<file path="config.mk">
export PLATFORM = sky130hd
export DESIGN_NAME = cacheline_adapter
export DESIGN_NICKNAME = d
export VERILOG_FILES = /design/src/rtl/cacheline_adapter.sv
export SDC_FILE = /design/constraint.sdc
export NUM_CORES = 1
export LEC_CHECK = 0
export CAP_MARGIN = 20
export CORE_AREA = 2 2 276 278
export CTS_CLUSTER_SIZE = 16
export DETAILED_ROUTE_END_ITERATION = 8
export DIE_AREA = 0 0 278 280
export GPL_TIMING_DRIVEN = 0
export PLACE_DENSITY_LB_ADDON = 0.25
export SYNTH_ARGS = -nofsm -noshare
export SYNTH_HDL_FRONTEND = slang
export SYNTH_SLANG_ARGS = --single-unit
export TNS_END_PERCENT = 10
</file>
<file path="constraint.sdc">
create_clock -name clk -period 3.5 [get_ports clk]
set_input_delay 0.7 -clock clk [delete_from_list [all_inputs] [get_ports clk]]
set_output_delay 0.7 -clock clk [all_outputs]
set_load 0.02 [all_outputs]
</file>
<file path="src/rtl/cacheline_adapter.sv">
// Cache-line to memory-burst adapter: serves one 256-bit line read or write
// from the cache as a BEATS x BURST_W burst on the main-memory bus.
module cacheline_adapter #(
  parameter int BURST_W  = 64,
  parameter int BEATS    = 4,
  parameter int LINE_W   = 256,
  parameter int S_OFFSET = 5
) (
  input  logic              clk,
  input  logic              rst_n,
  input  logic              read_i,
  input  logic              write_i,
  input  logic [31:0]       address_i,
  input  logic [LINE_W-1:0] line_i,
  output logic [LINE_W-1:0] line_o,
  output logic              resp_o,
  output logic              read_o,
  output logic              write_o,
  output logic [31:0]       address_o,
  output logic [BURST_W-1:0] burst_o,
  input  logic [BURST_W-1:0] burst_i,
  input  logic              resp_i
);

  // state | meaning
  // IDLE  | waiting for a cache request
  // READ  | read burst running, collecting beats into line_o
  // WRITE | write burst running, presenting buffered beats on burst_o
  // DONE  | resp_o high for one cycle, then back to IDLE
  localparam logic [1:0] S_IDLE  = 2'd0;
  localparam logic [1:0] S_READ  = 2'd1;
  localparam logic [1:0] S_WRITE = 2'd2;
  localparam logic [1:0] S_DONE  = 2'd3;

  localparam int CNT_W = $clog2(BEATS);
  localparam logic [CNT_W-1:0] LAST_BEAT = CNT_W'(BEATS - 1);

  logic [1:0]         r_state;
  logic [CNT_W-1:0]   r_cnt;
  logic [LINE_W-1:0]  r_buf;
  logic [LINE_W-1:0]  r_line;
  logic [BURST_W-1:0] r_burst;
  logic [31:0]        r_addr;
  logic               r_read;
  logic               r_write;
  logic               r_resp;

  logic [CNT_W-1:0]   w_cnt_nxt;
  logic [31:0]        w_lo;
  logic [31:0]        w_lo_nxt;

  assign w_cnt_nxt = r_cnt + CNT_W'(1);
  assign w_lo      = 32'(r_cnt) * 32'(BURST_W);
  assign w_lo_nxt  = 32'(w_cnt_nxt) * 32'(BURST_W);

  always_ff @(posedge clk or negedge rst_n) begin
    if (!rst_n) begin
      r_state <= S_IDLE;
      r_cnt   <= '0;
      r_buf   <= '0;
      r_line  <= '0;
      r_burst <= '0;
      r_addr  <= '0;
      r_read  <= 1'b0;
      r_write <= 1'b0;
      r_resp  <= 1'b0;
    end else begin
      r_resp <= 1'b0;
      case (r_state)
        S_IDLE: begin
          r_cnt <= '0;
          // A simultaneous read and write request is served as a read.
          if (read_i) begin
            r_addr  <= {address_i[31:S_OFFSET], {S_OFFSET{1'b0}}};
            r_read  <= 1'b1;
            r_state <= S_READ;
          end else if (write_i) begin
            r_addr  <= {address_i[31:S_OFFSET], {S_OFFSET{1'b0}}};
            r_buf   <= line_i;
            r_burst <= line_i[BURST_W-1:0];
            r_write <= 1'b1;
            r_state <= S_WRITE;
          end
        end
        S_READ: begin
          if (resp_i) begin
            r_line[w_lo +: BURST_W] <= burst_i;
            r_cnt <= w_cnt_nxt;
            if (r_cnt == LAST_BEAT) begin
              r_read  <= 1'b0;
              r_resp  <= 1'b1;
              r_state <= S_DONE;
            end
          end
        end
        S_WRITE: begin
          if (resp_i) begin
            r_cnt <= w_cnt_nxt;
            if (r_cnt == LAST_BEAT) begin
              r_write <= 1'b0;
              r_resp  <= 1'b1;
              r_state <= S_DONE;
            end else begin
              r_burst <= r_buf[w_lo_nxt +: BURST_W];
            end
          end
        end
        S_DONE: begin
          r_state <= S_IDLE;
        end
        default: begin
          r_state <= S_IDLE;
        end
      endcase
    end
  end

  assign line_o    = r_line;
  assign resp_o    = r_resp;
  assign read_o    = r_read;
  assign write_o   = r_write;
  assign address_o = r_addr;
  assign burst_o   = r_burst;

endmodule

</file>
## Word-level counts from Yosys, hierarchy flattened

Cells that the tools add are included.

| cells by class | value |
|---|---|
| $add $sub $neg | 2 |
| equal/unequal tests | 15 |
| shifts and indexed selects | 3 |
| multiplexer cells | 25 |
| bitwise gates (word level) | 1 |
| reduce and logical (&&, ||, !) cells | 14 |

Operator list:

| cell | count |
|---|---|
| $bwmux W256 | 1 |
| $mux W64 | 4 |
| $shift A64 B34 Y256 const A | 1 |
| $shiftx A256 B9 Y64 | 1 |
| $shiftx A64 B34 Y256 | 1 |
| $pmux W64 S2 | 1 |
| $mux W32 | 2 |
| $neg A8 Y34 | 1 |
| $ne A2 B2 Y1 const B | 8 |
| $mux W2 | 5 |
| $reduce_and A5 Y1 | 2 |
| $mux W1 | 8 |
| $reduce_bool A2 Y1 | 4 |
| $eq A2 B2 Y1 const B | 3 |
| $pmux W2 S3 | 1 |
| $reduce_and A2 Y1 | 3 |
| $reduce_and A3 Y1 | 2 |
| $ne A2 B1 Y1 const B | 2 |
| $pmux W1 S2 | 2 |
| $pmux W2 S2 | 1 |
| $reduce_and A4 Y1 | 1 |
| $ne A3 B3 Y1 const B | 1 |
| $add A2 B1 Y2 const B | 1 |
| $eq A2 B1 Y1 const B | 1 |
| other kinds (3) | 3 |

| word-level totals | value |
|---|---|
| flip-flop bits (word level) | 615 |
| input port bits | 357 |
| output and inout bits | 355 |
| word-level logic and storage cells | 69 |

## Longest topological paths before layout

| logic depth | value |
|---|---|
| depth after elaboration | 5 |
| gate-level depth with buffers | 11 |
| gate-level depth less buffers | 5 |

## Worst setup path after synthesis

No wires, ideal clock.

| path | value |
|---|---|
| path type | flip-flop to flip-flop |
| from | register r_cnt[0] |
| to | register r_burst[14], in the netlist burst_o[14] |
| arrival time | 2649 ps |
| path slack | 723 ps |
| stages on the path, launching flop included | 12 |
| clock period less this slack | 2777 ps |
| cell sequence | dfrtp_1 > clkbuf_1 > buf_2 > buf_2 > inv_1 > ha_1 > buf_2 > nand2b_1 > clkbuf_1 > clkbuf_1 > o221ai_1 > mux2_1 |

| on the way | value |
|---|---|
| cells in the longest elaborated chain, start to end | 5 |
| elaborated cells on any way between the ends | 8 |
| those cells by class | add/sub: 1; eq/ne: 2; shift: 1; mux: 3; reduce/logical: 1 |

Ends and longest elaborated chain:

| item | RTL line | source |
|---|---|---|
| from (decl) | 39 | `logic [CNT_W-1:0] r_cnt;` |
| from (signal assigned) | 88 | `r_cnt <= w_cnt_nxt;` |
| from (signal assigned) | 98 | `r_cnt <= w_cnt_nxt;` |
| $add A2 B1 Y2 | 52 | `assign w_cnt_nxt = r_cnt + CNT_W'(1);` |
| $shiftx A256 B9 Y64 | 104 | `r_burst <= r_buf[w_lo_nxt +: BURST_W];` |
| $mux W64 | 99 | `if (r_cnt == LAST_BEAT) begin` |
| $mux W64 | 97 | `if (resp_i) begin` |
| $pmux W64 S2 | 69 | `case (r_state)` |
| to (signal assigned) | 80 | `r_burst <= line_i[BURST_W-1:0];` |
| to (signal assigned) | 104 |  |
| to (decl) | 42 | `logic [BURST_W-1:0] r_burst;` |

Several ways; a longest one is shown, not always the timed one. The select of a mux whose other input is x is not followed.
A chain may end at the register's enable or synchronous reset.

## Worst setup path in the final report

| path | value |
|---|---|
| from | register r_cnt[0] |
| to | register r_line[231], in the netlist line_o[231] |

| on the way | value |
|---|---|
| cells in the longest elaborated chain, start to end | 3 |
| elaborated cells on any way between the ends | 4 |
| those cells by class | add/sub: 1; shift: 2; mux: 1 |

Ends and longest elaborated chain:

| item | RTL line | source |
|---|---|---|
| $neg A8 Y34 * | 87 | `r_line[w_lo +: BURST_W] <= burst_i;` |
| $shiftx A64 B34 Y256 or $shift A64 B34 Y256 (tied branches) | 87 |  |
| $bwmux W256 * | 87 |  |
| to (signal, indexed assignment) | 87 |  |
| to (decl) | 41 | `logic [LINE_W-1:0] r_line;` |

Mark *: on every way between the ends. The rest lies on a longest branch, timed or not.

==> run_results.csv <==
group,metric,value,unit
outcome,status,"complete, no violations",
sta,rsz0062_at_grt,"yes",
power,leakage,15.63,nW
routing,routed_wl,85990,µm
finish,mostFrequentLayoutCells,"clkdlybuf4s50_1 (700), dfrtp_1 (610), mux2_2 (335)",
synthesis,synth_edf_count,0,
routing,drtPass1Iterations,5,
clock_network,clk-insertion-delay-late,0.62,ns
synthesis,yosysTopAreaCell,"dfrtp_1",
critical_path,rr_startpoint,"r_cnt[0]",
finish,drive_gt1_share,20.42,%
critical_path,startpoint,"r_cnt[0]",
synthesis,synthCells,1791,
sta,finalCritPeriodShare,96.67,%
grt,grt_overflow,0,
grt,antenna_found_initial,36,
placement,hpwl,65320,µm
routing,drt-met1-wl,32960,µm
grt,grt_pass1_vias,19420,
grt,grt_max_degree,109,
grt,grt_pass1_wl,127300,µm
finish,utilization,47.68,%
sta,setup_viol,0,
synthesis,synth-compound-area-share,10.66,%
synthesis,synth_warnings,0,
clock_network,cts_buffer_depth,3,
routing,top_layer_used,"met5",
sta,layout_min_cycle_time,3.384,ns
routing,wl_met3,6782,µm
job,drv_cap,0,
synthesis,synth_top_family_by_area,"multiplexers",
floorplan,dieArea,0.07784,mm²
floorplan,ios,712,
grt,grt_usage,21.72,%
power,irDropWorstVdd,0.0004587,V
routing,drc_errors,0,
synthesis,yosysSeqAreaShare,61.03,%
floorplan,dieHeight,280,µm
synthesis,synthTopCellsByArea,"dfrtp_1 (61%), mux2_2 (15%), a22o_1 (6.8%)",
synthesis,synthArstFlopShare,100.0,%
floorplan,rows,101,
routing,drt-wirelength-per-cell,23.77,µm
sta,drv_slew,0,
clock_network,cts_max_level,3,
synthesis,synth_area_per_cell,13.96,µm²
critical_path,path_max_fanout,10,
clock_network,cts_tree,"done",
critical_path,arrival,3.92,ns
routing,wl_met2,43220,µm
sta,max_freq,295.5,MHz
critical_path,timing.critical_path.to,"line_o[231]",
synthesis,muxShareOfSynthArea,20.91,%
critical_path,worstSetupStartpointType,"register",
sta,final-hold-violation-count,0,
clock_network,clk_pin_slew,0.06,ns
critical_path,critPathCaptureType,"register",
synthesis,synth-xor-area-share,0,%
floorplan,fp.coreArea,0.07519,mm²
synthesis,synthAdderAreaFrac,0.5003,%
synthesis,ys.flop_type,"dfrtp_1",
clock_network,cts_buffers,71,
placement,dpl.cell_count,3482,
placement,io_buffers,701,
min_path,hold_path.class,"register to register",
critical_path,worst_r2r_path_depth,10,
synthesis,yosys.cell_types.count,39,
routing,first_iter_violations,933,
routing,final_antenna_net_count,0,
clock_network,cts.sinks,610,
finish,final_common_cell,"clkdlybuf4s50_1",
sta,skew,0.01989,ns
power,powerDensity,936.8,mW/mm²
routing,post_drt_via_cell_ratio,5.059,
sta,slew_headroom,29.34,%
critical_path,r2r_slack,0.12,ns
synthesis,synth_seq_cells,610,
routing,vias,18300,
placement,gp_congestion,0.8485,
floorplan,initial_core_util,33.26,%
finish,area_growth,43.33,%
finish,fin_cells,3618,
synthesis,netlist_area,0.02501,mm²
critical_path,worstSetupPathType,"register to register",
floorplan,die_w,278,µm
critical_path,timing.rr.end,"line_o[231]",
clock_network,cts-root-buf,"clkbuf_16",
finish,fillCellCount,6579,
critical_path,cp_data_required_time,4.04,ns
synthesis,synth_top_cell_area_share,61.03,%
sta,worstMarginPinSlew,1.050,ns
power,report.power.total,33.58,mW
synthesis,synth-simple-area-share,4.207,%
finish,final_nets,2943,
==> report_power, final <==
part	switching, mW	internal [mW]	total (mW)	leakage [nW]
Sequential	1.77	10.2	12.0	7.79
Clock	3.10	4.23	7.33	1.13
Combinational	7.05	7.23	14.3	6.71
Total	11.9	21.7	33.6	15.6
==> how the worst min path moves through the flow <==
stage / from / endpoint / slack, ns / cells past startpoint
final: line_o[73] / line_o[73] / 0.48 / 2
after global routing: line_o[125] / line_o[125] / 0.51 / 2
after CTS: line_o[73] / line_o[73] / 0.48 / 2
after detailed placement: line_o[73] / line_o[73] / 0.47 / 2
after global placement: line_o[104] / line_o[104] / 0.46 / 2
after floorplan: rst_n / address_o[10] / 0.40 / 0
==> worst max-delay path, stage by stage (launching register included) <==
cell      delay, ns
dfrtp_1        0.40
clkbuf_2       0.30
clkbuf_4       0.31
buf_4          0.27
inv_1          0.15
ha_1           0.31
buf_2          0.19
nor4_2         0.40
buf_4          0.27
clkbuf_1       0.44
a22o_1         0.24
==> cell type report <==
class                      instances  area (µm²)  area share [%]
sequential                       610       15260           42.58
tap                              978        1224           3.413
clock inverter                    20       249.0          0.6946
buffer                           138       673.1           1.878
multi-input combinational       1039        9102           25.39
inverter                           6       22.52         0.06283
antenna                           10       25.02         0.06981
timing repair buffer             710        7216           20.13
clock buffer                     107        2072           5.780
==> routing by layer <==
metal  track usage [%]  vias to the layer above
li1                  -                     8133
met1             24.81                     9327
met4             7.720                       48
met5                 0                        -
met2             37.76                      612
met3             7.419                      183
==> metrics by stage <==
stage | area [µm²] | TNS (ns) | worst slack [ns] | hold WS, ns
CTS | 35810 | 0 | 0.01370 | 0.4821
floorplan | 25030 | 0 | 0.7234 | 0.4044
finish | 35850 | 0 | 0.1164 | 0.4759
detailed placement | 33450 | -184.53 | -0.9738 | 0.4687
global placement | 33270 | - | -25.32 | 0.4635
global route | 35840 | -1.106 | -0.07572 | 0.5090
==> registers in the layout, summed over array words and instances (netlist names), 2 cells and up <==
register,count
r_buf,256
burst_o,64
address_o,27
r_state,2
line_o,256
r_cnt,2
==> synth_stat cells (all sizes together), types with 2 or more instances <==
cell type  instances
nand2            125
o221ai            64
nand3              5
mux2i            132
mux2             347
dfrtp            610
clkbuf            75
and3               2
a22o             195
nor4               2
nand2b            68
o21ai             63
nor2b              2
inv                6
a21oi              2
nor4b              2
a2bb2oi            2
buf               65
nor2               3
ha                10
==> logic make-up (layout without fill, tap and decap cells) <==
kind of cell             Yosys count  count (layout)
multiplexers                     479             479
AND/OR/NAND/NOR                  215             215
adder cells (fa/ha/maj)           10              10
buffers and inverters            146             981
flip-flops                       610             610
other                              1              15
AO/OA/AOI/OAI                    330             330
==> what timing repair did <==
item	CTS	global route
hold buffers	1	0
hold endpoints to repair	37	0
setup endpoints to repair	316	203
buffers inserted	0	0
gates resized for setup	19	16
No activity file was read; power rests on OpenSTA's default activity.
